`src/rtl/host_bus_bridge.sv`:
```
// Host command adapter for the crypto coprocessor register file: turns 32-bit
// valid/ready beats into staged 256-bit writes with a one-hot strobe, and word reads.
module host_bus_bridge #(
    parameter int              DATA_W  = 32,
    parameter int              BUS_W   = 256,
    parameter int              NREG    = 16,
    parameter logic [NREG-1:0] RO_MASK = 16'h8A24
) (
    input  logic                                   clock,
    input  logic                                   reset,
    input  logic                                   cmd_valid,
    output logic                                   cmd_ready,
    input  logic                                   cmd_write,
    input  logic [$clog2(NREG)-1:0]                cmd_addr,
    input  logic [$clog2(BUS_W/DATA_W)-1:0]        cmd_word,
    input  logic                                   cmd_last,
    input  logic [DATA_W-1:0]                      cmd_data,
    output logic                                   rsp_valid,
    input  logic                                   rsp_ready,
    output logic [DATA_W-1:0]                      rsp_data,
    output logic                                   wr_err,
    output logic [NREG-1:0]                        writeEnable,
    output logic [BUS_W-1:0]                       writeBus,
    output logic [$clog2(NREG)-1:0]                selectRead,
    input  logic [BUS_W-1:0]                       dataOut
);

    localparam int NWORDS = BUS_W / DATA_W;
    localparam int WW     = $clog2(NWORDS);

    typedef enum logic [1:0] {
        IDLE,
        COMMIT,
        RSEL,
        RSP
    } state_t;

    state_t                        state;
    logic [NWORDS-1:0][DATA_W-1:0] stage;
    logic [WW-1:0]                 rd_word;
    logic                          settled;

    // The stage buffer is itself a register, so writeBus needs no extra copy.
    assign writeBus  = stage;
    assign cmd_ready = (state == IDLE) && !reset;

    always_ff @(posedge clock or posedge reset) begin
        if (reset) begin
            state       <= IDLE;
            stage       <= '0;
            rd_word     <= '0;
            settled     <= 1'b0;
            writeEnable <= '0;
            wr_err      <= 1'b0;
            selectRead  <= '0;
            rsp_valid   <= 1'b0;
            rsp_data    <= '0;
        end else begin
            case (state)
                IDLE: begin
                    if (cmd_valid) begin
                        if (cmd_write) begin
                            stage[cmd_word] <= cmd_data;
                            if (cmd_last) begin
                                // Strobe is launched on the accepting edge so it spans exactly COMMIT.
                                state       <= COMMIT;
                                wr_err      <= RO_MASK[cmd_addr];
                                writeEnable <= RO_MASK[cmd_addr] ? '0
                                             : ({{(NREG-1){1'b0}}, 1'b1} << cmd_addr);
                            end
                        end else begin
                            selectRead <= cmd_addr;
                            rd_word    <= cmd_word;
                            settled    <= 1'b0;
                            state      <= RSEL;
                        end
                    end
                end
                COMMIT: begin
                    writeEnable <= '0;
                    wr_err      <= 1'b0;
                    stage       <= '0;
                    state       <= IDLE;
                end
                RSEL: begin
                    // One full cycle with selectRead stable before dataOut is sampled.
                    if (!settled) begin
                        settled <= 1'b1;
                    end else begin
                        rsp_data  <= dataOut[DATA_W*rd_word +: DATA_W];
                        rsp_valid <= 1'b1;
                        state     <= RSP;
                    end
                end
                RSP: begin
                    if (rsp_ready) begin
                        rsp_valid <= 1'b0;
                        state     <= IDLE;
                    end
                end
                default: state <= IDLE;
            endcase
        end
    end

endmodule
```
`config.mk`:
```
export PLATFORM = sky130hd
export DESIGN_NAME = host_bus_bridge
export DESIGN_NICKNAME = d
export VERILOG_FILES = /design/src/rtl/host_bus_bridge.sv
export SDC_FILE = /design/constraint.sdc
export NUM_CORES = 1
export LEC_CHECK = 0
export ABC_AREA = 1
export CAP_MARGIN = 30
export CELL_PAD_IN_SITES_DETAIL_PLACEMENT = 1
export CELL_PAD_IN_SITES_GLOBAL_PLACEMENT = 1
export CORE_AREA = 2 2 239 241
export DETAILED_ROUTE_END_ITERATION = 10
export DIE_AREA = 0 0 241 243
export PLACE_DENSITY = 0.75
export SETUP_SLACK_MARGIN = 0.4
export SYNTH_ARGS = -nofsm -noshare
export SYNTH_HDL_FRONTEND = slang
export SYNTH_SLANG_ARGS = --single-unit
export TNS_END_PERCENT = 20
```
`constraint.sdc`:
```
create_clock -name clock -period 15.4 [get_ports clock]
set_clock_uncertainty 0.1 [all_clocks]
set_input_delay 3.85 -clock clock [delete_from_list [all_inputs] [get_ports clock]]
set_output_delay 3.85 -clock clock [all_outputs]
set_load 0.005 [all_outputs]
```
# After elaboration in Yosys (flattened, before gate mapping)
# Memory sizes are Yosys's and may differ from the RTL's.
# Cells that the tools add are included.
dict set report totals {
  inputBits 301
  output_inout_bits 311
  rom_bits 16
  latchBits 0
  elab_cells 75
  memories 1
  regBits 316
  ramBits 0
}
dict set report op_classes {
  n_addsub 0
  eq_ne 10
  mux 28
  bitwise 1
  magnitude_cmp 3
  shift 2
  n_mul 0
  div_mod_pow 0
  reduce_logical 14
}
# name words width read_ports rd_clocked_by_memory_dff wr line
set mem_list {}
lappend mem_list {{(name not given)} 16 1 1 0 0 68} ;# writeEnable <= RO_MASK[cmd_addr] ? '0
# op count
set op_table {}
lappend op_table {{256-bit two-way mux} 2}
lappend op_table {{256-bit one-hot mux with 2 select lines} 1}
lappend op_table {{256-bit bitwise mux} 1}
lappend op_table {{256-bit by 9-bit variable part select with 32-bit output} 1}
lappend op_table {{32-bit demux with 3-bit select} 1}
lappend op_table {{16-bit two-way mux} 4}
lappend op_table {{32-bit two-way mux} 1}
lappend op_table {{16-bit one-hot mux with 2 select lines} 1}
lappend op_table {{1-bit by 4-bit left shift with 16-bit output (first input constant)} 1}
lappend op_table {{2-bit inequality test (second input constant)} 6}
lappend op_table {{3-bit AND reduction} 4}
lappend op_table {{2-bit two-way mux} 5}
lappend op_table {{1-bit two-way mux} 8}
lappend op_table {{2-bit one-hot mux with 4 select lines} 1}
lappend op_table {{4-bit AND reduction} 2}
lappend op_table {{1-bit one-hot mux with 2 select lines} 3}
lappend op_table {{2-bit nonzero test} 3}
lappend op_table {{4-bit by 5-bit less-than comparator with 1-bit output (second input constant)} 1}
lappend op_table {{2-bit equality test (second input constant)} 2}
lappend op_table {{3-bit by 4-bit less-than comparator with 1-bit output (second input constant)} 1}
lappend op_table {{3-bit by 1-bit greater-or-equal comparator with 1-bit output (second input constant)} 1}
lappend op_table {{3-bit inequality test (second input constant)} 1}
lappend op_table {{2-bit by 1-bit equality test with 1-bit output (second input constant)} 1}
lappend op_table {{1-bit logical AND} 2}
lappend op_table {{other kinds (4)} 4}

# Longest topological paths before layout
# Gate-level depths: netlist (run 1).
dict set report depth {
  depth_word 8
  ltp_mapped 10
  depth_no_buf 7
}

# Worst setup path before layout (run 1)
# Ideal clock, no wire load.
dict set report synth_timing {
  path_type {input-to-output}
  from {input port reset}
  to {output port cmd_ready}
  n_path_buf 0
  arrival_ns 4.010
  slack_ns 7.440
  cell_stages 1
  cell_sequence {nor3_1}
}
dict set report synth_between {
  elab_chain_cells 2
}
# element line
set synth_lines {}
lappend synth_lines {{from (decl)} 10} ;# input logic reset,
lappend synth_lines {{1-bit logical NOT (no source line)} n/a}
lappend synth_lines {{1-bit logical AND} 45} ;# assign cmd_ready = (state == IDLE) && !reset;
lappend synth_lines {{to (decl)} 12} ;# output logic cmd_ready,
# Every way passes these cells.

# Worst setup path after layout (run 1)
# Ends and elaborated chain as after synthesis.

==> flow_summary.ini, run 1 <==
[setup_path]
endpoint_kind = primary output
r2r-start = state[1]$_DFFE_PP0P_
path_max_fanout = 2
cp_top_family = buffers and inverters
r2r-end = writeBus[175]$_DFFE_PP0P_
crit_end = cmd_ready
cp-startpoint = reset
arrival_ns = 5.07
cp.required_ns = 11.45
crit_buf_inv = 2
crit_slowest_cell = clkdlybuf4s50_1
worstSetupPathType = input port to primary output
max_stage_delay_ns = 0.53
cp_cell_sequence = clkdlybuf4s50_1 > nor3_1 > clkdlybuf4s50_1
reg2regPathDepth = 12
crit_top_cell = clkdlybuf4s50_1
start_kind = input port
rrSetupSlack_ns = 11.00
path_depth = 3

[power_and_ir_drop]
power.density_mw_per_mm2 = 190
cellLeakagePower_nw = 12.4
p_clk_frac = 0.198
p_comb_frac = 0.490
vdd_drop_max_mv = 0.110
p_seq_frac = 0.312
internal_power_mw = 2.69
p_sw_frac = 0.411
p_sw_mw = 1.88

[cts]
postCtsResizedCells = 0
clock_latency_ns = 0.55
path_clk_slew_ns = 0.05
cts_tree = yes
htree_num_levels = 2
clock_path_buffers = 3
cts_num_sinks = 316
cts_buffers = 39
ctsHoldBuffers = 0
postCtsSetupRepairBufs = 0
ctsRootBufferMaster = clkbuf_16

[floorplanning]
start_util = 0.290
die_y_um = 243
die_w_um = 241
core_mm2 = 0.0560
rows = 87
num_io_pins = 612
die_area_mm2 = 0.0586

[sta]
timing.final.ws_setup_ns = 6.38
tightest_slew_ns = 0.937
max_freq_ghz = 0.111
slew_violations = 0
final.min_clock_period_ns = 9.02
setup_viol = 0
fin_hold_ws_ns = 0.365
rsz0062_at_grt = false
finalSetupTns_ns = 0
finalCritPeriodShare = 0.586
max_slew_margin = 0.375
finalHoldViolCount = 0

[global_routing]
grt_usage = 0.256
antenna_found_initial = 8
grt_max_degree = 112
grt_overflow_total = 0
grt_pass1_wl_mm = 114
grt_pass1_vias = 18100

[flow_run]
maxCapViolations = 0

[logic_synthesis]
async_flop_share = 1.00
yosysUniqueCellTypes = 22
yosys-top-cells-count = nand2_1 (939), nand3_1 (467), dfrtp_1 (316)
synth_nets = 2509
synth.yosys.seq_area_share = 0.488
synthFlopType = dfrtp_1
synth_top_area_share = 0.488
yosys-top-cells-area = dfrtp_1 (49%), nand2_1 (22%), nand3_1 (14%)
avgSynthCellArea_um2 = 7.34
ys_ff_latch = 316
ys_warn_count = 0
syn_inst = 2208
synth_edf_count = 0
synth_top_cell_by_area = dfrtp_1
yosysMostFrequentCell = nand2_1
syn-cell-area_mm2 = 0.0162

[placed_design]
place_congestion = 0.864
portBuffers = 611
hpwl_mm = 54.2
pre_cts_slack_ns = 6.38
placed_cell_area_mm2 = 0.0228
placedCellCount = 3469

[finish]
nNetsFinal = 3055
finalInstanceArea_mm2 = 0.0241
layout.cells.non_filler = 3542
area_growth_pct = 48.4
drive_gt1_frac = 0.0507

[route]
met2_length_mm = 36.2
met3_length_mm = 6.86
routed.top_layer = met5
viasPerCell = 4.80
ant_nets = 0
drt_iter0_markers = 814
drt-wirelength-per-cell_um = 21.6
vias = 17000
wl_met1_mm = 29.9
drcViolationCount = 0
drt_wl_total_mm = 76.5
firstDrtPassIters = 5

[hold_path]
hold_class = flip-flop to flip-flop

[outcome]
status = complete, no violations
cells in the final DEF (no fill, tap or decap), types with 2 or more instances in the layout:
master and instances:
clkdlybuf4s50_1 611, clkinvlp_4 3, clkinv_2 2, nor2_1 13
buf_16 3, clkbuf_8 8, inv_2 4, nand3_1 467
buf_4 32, o21ai_2 5, dfrtp_1 314, nand2_1 939
inv_1 255, nor2_4 32, o21ai_0 21, o21ai_4 3
clkbuf_1 13, diode_2 5, clkbuf_16 39, a21oi_1 2
nor3_1 2
power by group through the flow:
stage	logic, mW	clock network, mW	registers (mW)
floorplan	1.02	0	1.40
global placement	2.19	0	1.41
detailed placement	2.25	0	1.43
CTS	2.26	0.928	1.42
global route	2.44	0.956	1.46
finish	2.24	0.904	1.42
worst reg2reg max path, cell delays in order, from the launching register on:
cell and delay (ns):
dfrtp_1 0.60, nor2_4 0.10, nand2_2 0.09, inv_2 0.05, nor2_4 0.06, buf_4 0.66, buf_4 0.83, buf_4 0.59
buf_16 0.31, o21ai_2 0.35, buf_4 0.36, nand2_1 0.12, nand2_1 0.07
per-stage QoR:
| step | utilization | total power, mW |
|---|---|---|
| after floorplan | - | 2.42 |
| after global placement | 0.406 | 3.60 |
| after detailed placement | 0.408 | 3.67 |
| after CTS | 0.430 | 4.61 |
| after global routing | 0.430 | 4.86 |
| final | 0.430 | 4.57 |
area by class of cell:
cell class,instances,area (um2)
multi-input cells,1489,6520
fillers,6915,31900
diodes,5,12.5
clock inverters,8,95.1
well taps,756,946
clock buffers,60,1130
flip-flops and latches,316,7910
repair buffers,646,6440
inverters,262,995
registers in the layout, summed over array words and instances, names as in the netlist:
register and cells:
rd_word 3, rsp_data 32, rsp_valid 1, selectRead 4, settled 1, state 2, wr_err 1, writeBus 256
writeEnable 16
routing by layer:
layer / GRT usage / vias up
met5: 0 / -
met4: 0.114 / 6
met3: 0.0889 / 144
met2: 0.427 / 565
met1: 0.295 / 8418
li1: - / 7885
kinds of logic after synthesis:
family / Yosys count / synth area share
flops: 316 / 0.488
simple gates: 1456 / 0.388
buf+inv: 403 / 0.112
compound gates: 33 / 0.0117
worst min-delay path by stage:
stage,from,end,slack [ns],depth (start not counted)
after floorplan,settled$_DFFE_PP0P_,settled$_DFFE_PP0P_,0.36,2
after global placement,writeBus[6]$_DFFE_PP0P_,writeBus[6]$_DFFE_PP0P_,0.35,2
after detailed placement,writeBus[145]$_DFFE_PP0P_,writeBus[145]$_DFFE_PP0P_,0.36,2
after CTS,writeBus[244]$_DFFE_PP0P_,writeBus[244]$_DFFE_PP0P_,0.37,2
after global routing,writeBus[2]$_DFFE_PP0P_,writeBus[2]$_DFFE_PP0P_,0.39,2
final,writeBus[192]$_DFFE_PP0P_,writeBus[192]$_DFFE_PP0P_,0.37,2
(Power assumes the default switching activity.)
==> run 2, diff against run 1 <==
==> constraint.sdc (replaced) <==
create_clock -name clock -period 9.4 [get_ports clock]
set_clock_uncertainty 0.1 [all_clocks]
set_input_delay 2.35 -clock clock [delete_from_list [all_inputs] [get_ports clock]]
set_output_delay 2.35 -clock clock [all_outputs]
set_load 0.005 [all_outputs]
==> flow_summary.ini, run 2 (same netlist as run 1, synthesis figures left out) <==
[sta]
max_freq_ghz = 0.167
finalCritPeriodShare = 0.637
timing.final.ws_setup_ns = 3.41
slew_violations = 0
setup_viol = 0
max_slew_margin = 0.320
tightest_slew_ns = 1.02
final.min_clock_period_ns = 5.99
finalHoldViolCount = 0
rsz0062_at_grt = false
finalSetupTns_ns = 0
fin_hold_ws_ns = 0.371

[cts]
htree_num_levels = 2
postCtsResizedCells = 0
postCtsSetupRepairBufs = 0
cts_tree = yes
clock_latency_ns = 0.56
cts_num_sinks = 316
cts_buffers = 38
ctsHoldBuffers = 0
clock_path_buffers = 3
ctsRootBufferMaster = clkbuf_16
path_clk_slew_ns = 0.06

[route]
drt_iter0_markers = 817
ant_nets = 0
drt_wl_total_mm = 77.3
drcViolationCount = 0
viasPerCell = 4.83
drt-wirelength-per-cell_um = 21.8
firstDrtPassIters = 5
vias = 17100

[setup_path]
worstSetupPathType = input port to primary output
arrival_ns = 3.54
cp_top_family = buffers and inverters
crit_slowest_cell = clkdlybuf4s50_1
path_max_fanout = 2
max_stage_delay_ns = 0.54
crit_top_cell = clkdlybuf4s50_1
endpoint_kind = primary output
cp.required_ns = 6.95
cp_cell_sequence = clkdlybuf4s50_1 > nor3_1 > clkdlybuf4s50_1
start_kind = input port
crit_buf_inv = 2

[finish]
postLayoutCoreUtil = 0.430
final_cell_mix = nand2_1 (939), clkdlybuf4s50_1 (611), nand3_1 (467)
final_common_cell = nand2_1
drive_gt1_frac = 0.0501
area_growth_pct = 48.3
nNetsFinal = 3053
largest_register_ff_count = 256
finalInstanceArea_mm2 = 0.0240
fillers = 6865
layout.cells.non_filler = 3539

[placed_design]
place_congestion = 0.848
portBuffers = 611
placedCellCount = 3466
placed_cell_area_mm2 = 0.0228
pre_cts_slack_ns = 3.41
hpwl_mm = 54.2

[floorplanning]
rows = 87
die_y_um = 243
start_util = 0.290
core_mm2 = 0.0560
die_area_mm2 = 0.0586
die_w_um = 241
num_io_pins = 612

[flow_run]
maxCapViolations = 0

[global_routing]
grt_overflow_total = 0
grt_pass1_wl_mm = 115
grt_pass1_vias = 18400
grt_max_degree = 177
antenna_found_initial = 10
grt_usage = 0.259

[outcome]
status = complete, no violations

[hold_path]
hold_class = flip-flop to flip-flop

[power_and_ir_drop]
total_power_mw = 7.51
cellLeakagePower_nw = 12.4
power.density_mw_per_mm2 = 312
vdd_drop_max_mv = 0.170
==> run 2: cell types whose count changed in the layout (fill, tap and decap cells not counted), sizes merged <==
cell / before / now
clkbuf: 60 / 53
clkinv: 3 / 5
diode: 5 / 7
buf: 35 / 34
bufinv: 1 / 2
clkinvlp: 3 / 2
inv: 263 / 264
==> run 2: cell type report <==
type	instances	area, um2	share of cell area
diodes	7	17.5	0.000729
clock inverters	11	134	0.00557
multi-input cells	1489	6530	0.272
clock buffers	53	1070	0.0445
well taps	756	946	0.0394
repair buffers	645	6440	0.268
flip-flops and latches	316	7910	0.329
inverters	262	991	0.0412
==> run 2: path summary, 6_finish.rpt <==
check                                               start                    endpoint  slack (ns)  cells past startpoint
worst min-delay path            writeBus[178]$_DFFE_PP0P_   writeBus[178]$_DFFE_PP0P_        0.37                      2
worst max register to register     rd_word[0]$_DFFE_PP0P_    rsp_data[14]$_DFFE_PP0P_        6.20                      7
min in group asynchronous                           reset  writeEnable[2]$_DFFE_PP0P_        2.22                      2
max in group asynchronous                           reset   writeBus[127]$_DFFE_PP0P_        5.56                      3
worst min register to register  writeBus[178]$_DFFE_PP0P_   writeBus[178]$_DFFE_PP0P_        0.37                      2
worst max-delay path                                reset                   cmd_ready        3.41                      3
==> run 2: power breakdown <==
| part | internal, mW | switching [mW] | total, mW |
|---|---|---|---|
| combinational | 1.61 | 2.06 | 3.67 |
| clock | 0.853 | 0.631 | 1.48 |
| sequential | 1.94 | 0.411 | 2.35 |
==> run 2: worst min-delay path, delay by kind of cell, from the launching register on <==
family / cells / cell delay (ns)
flip-flops: 1 / 0.34
AND/OR/NAND/NOR: 2 / 0.09
==> run 2: routing by layer <==
metal	wire [um]	GRT usage
met5	43	0
met4	3240	0.112
met3	6690	0.0856
met2	38000	0.447
met1	29300	0.289
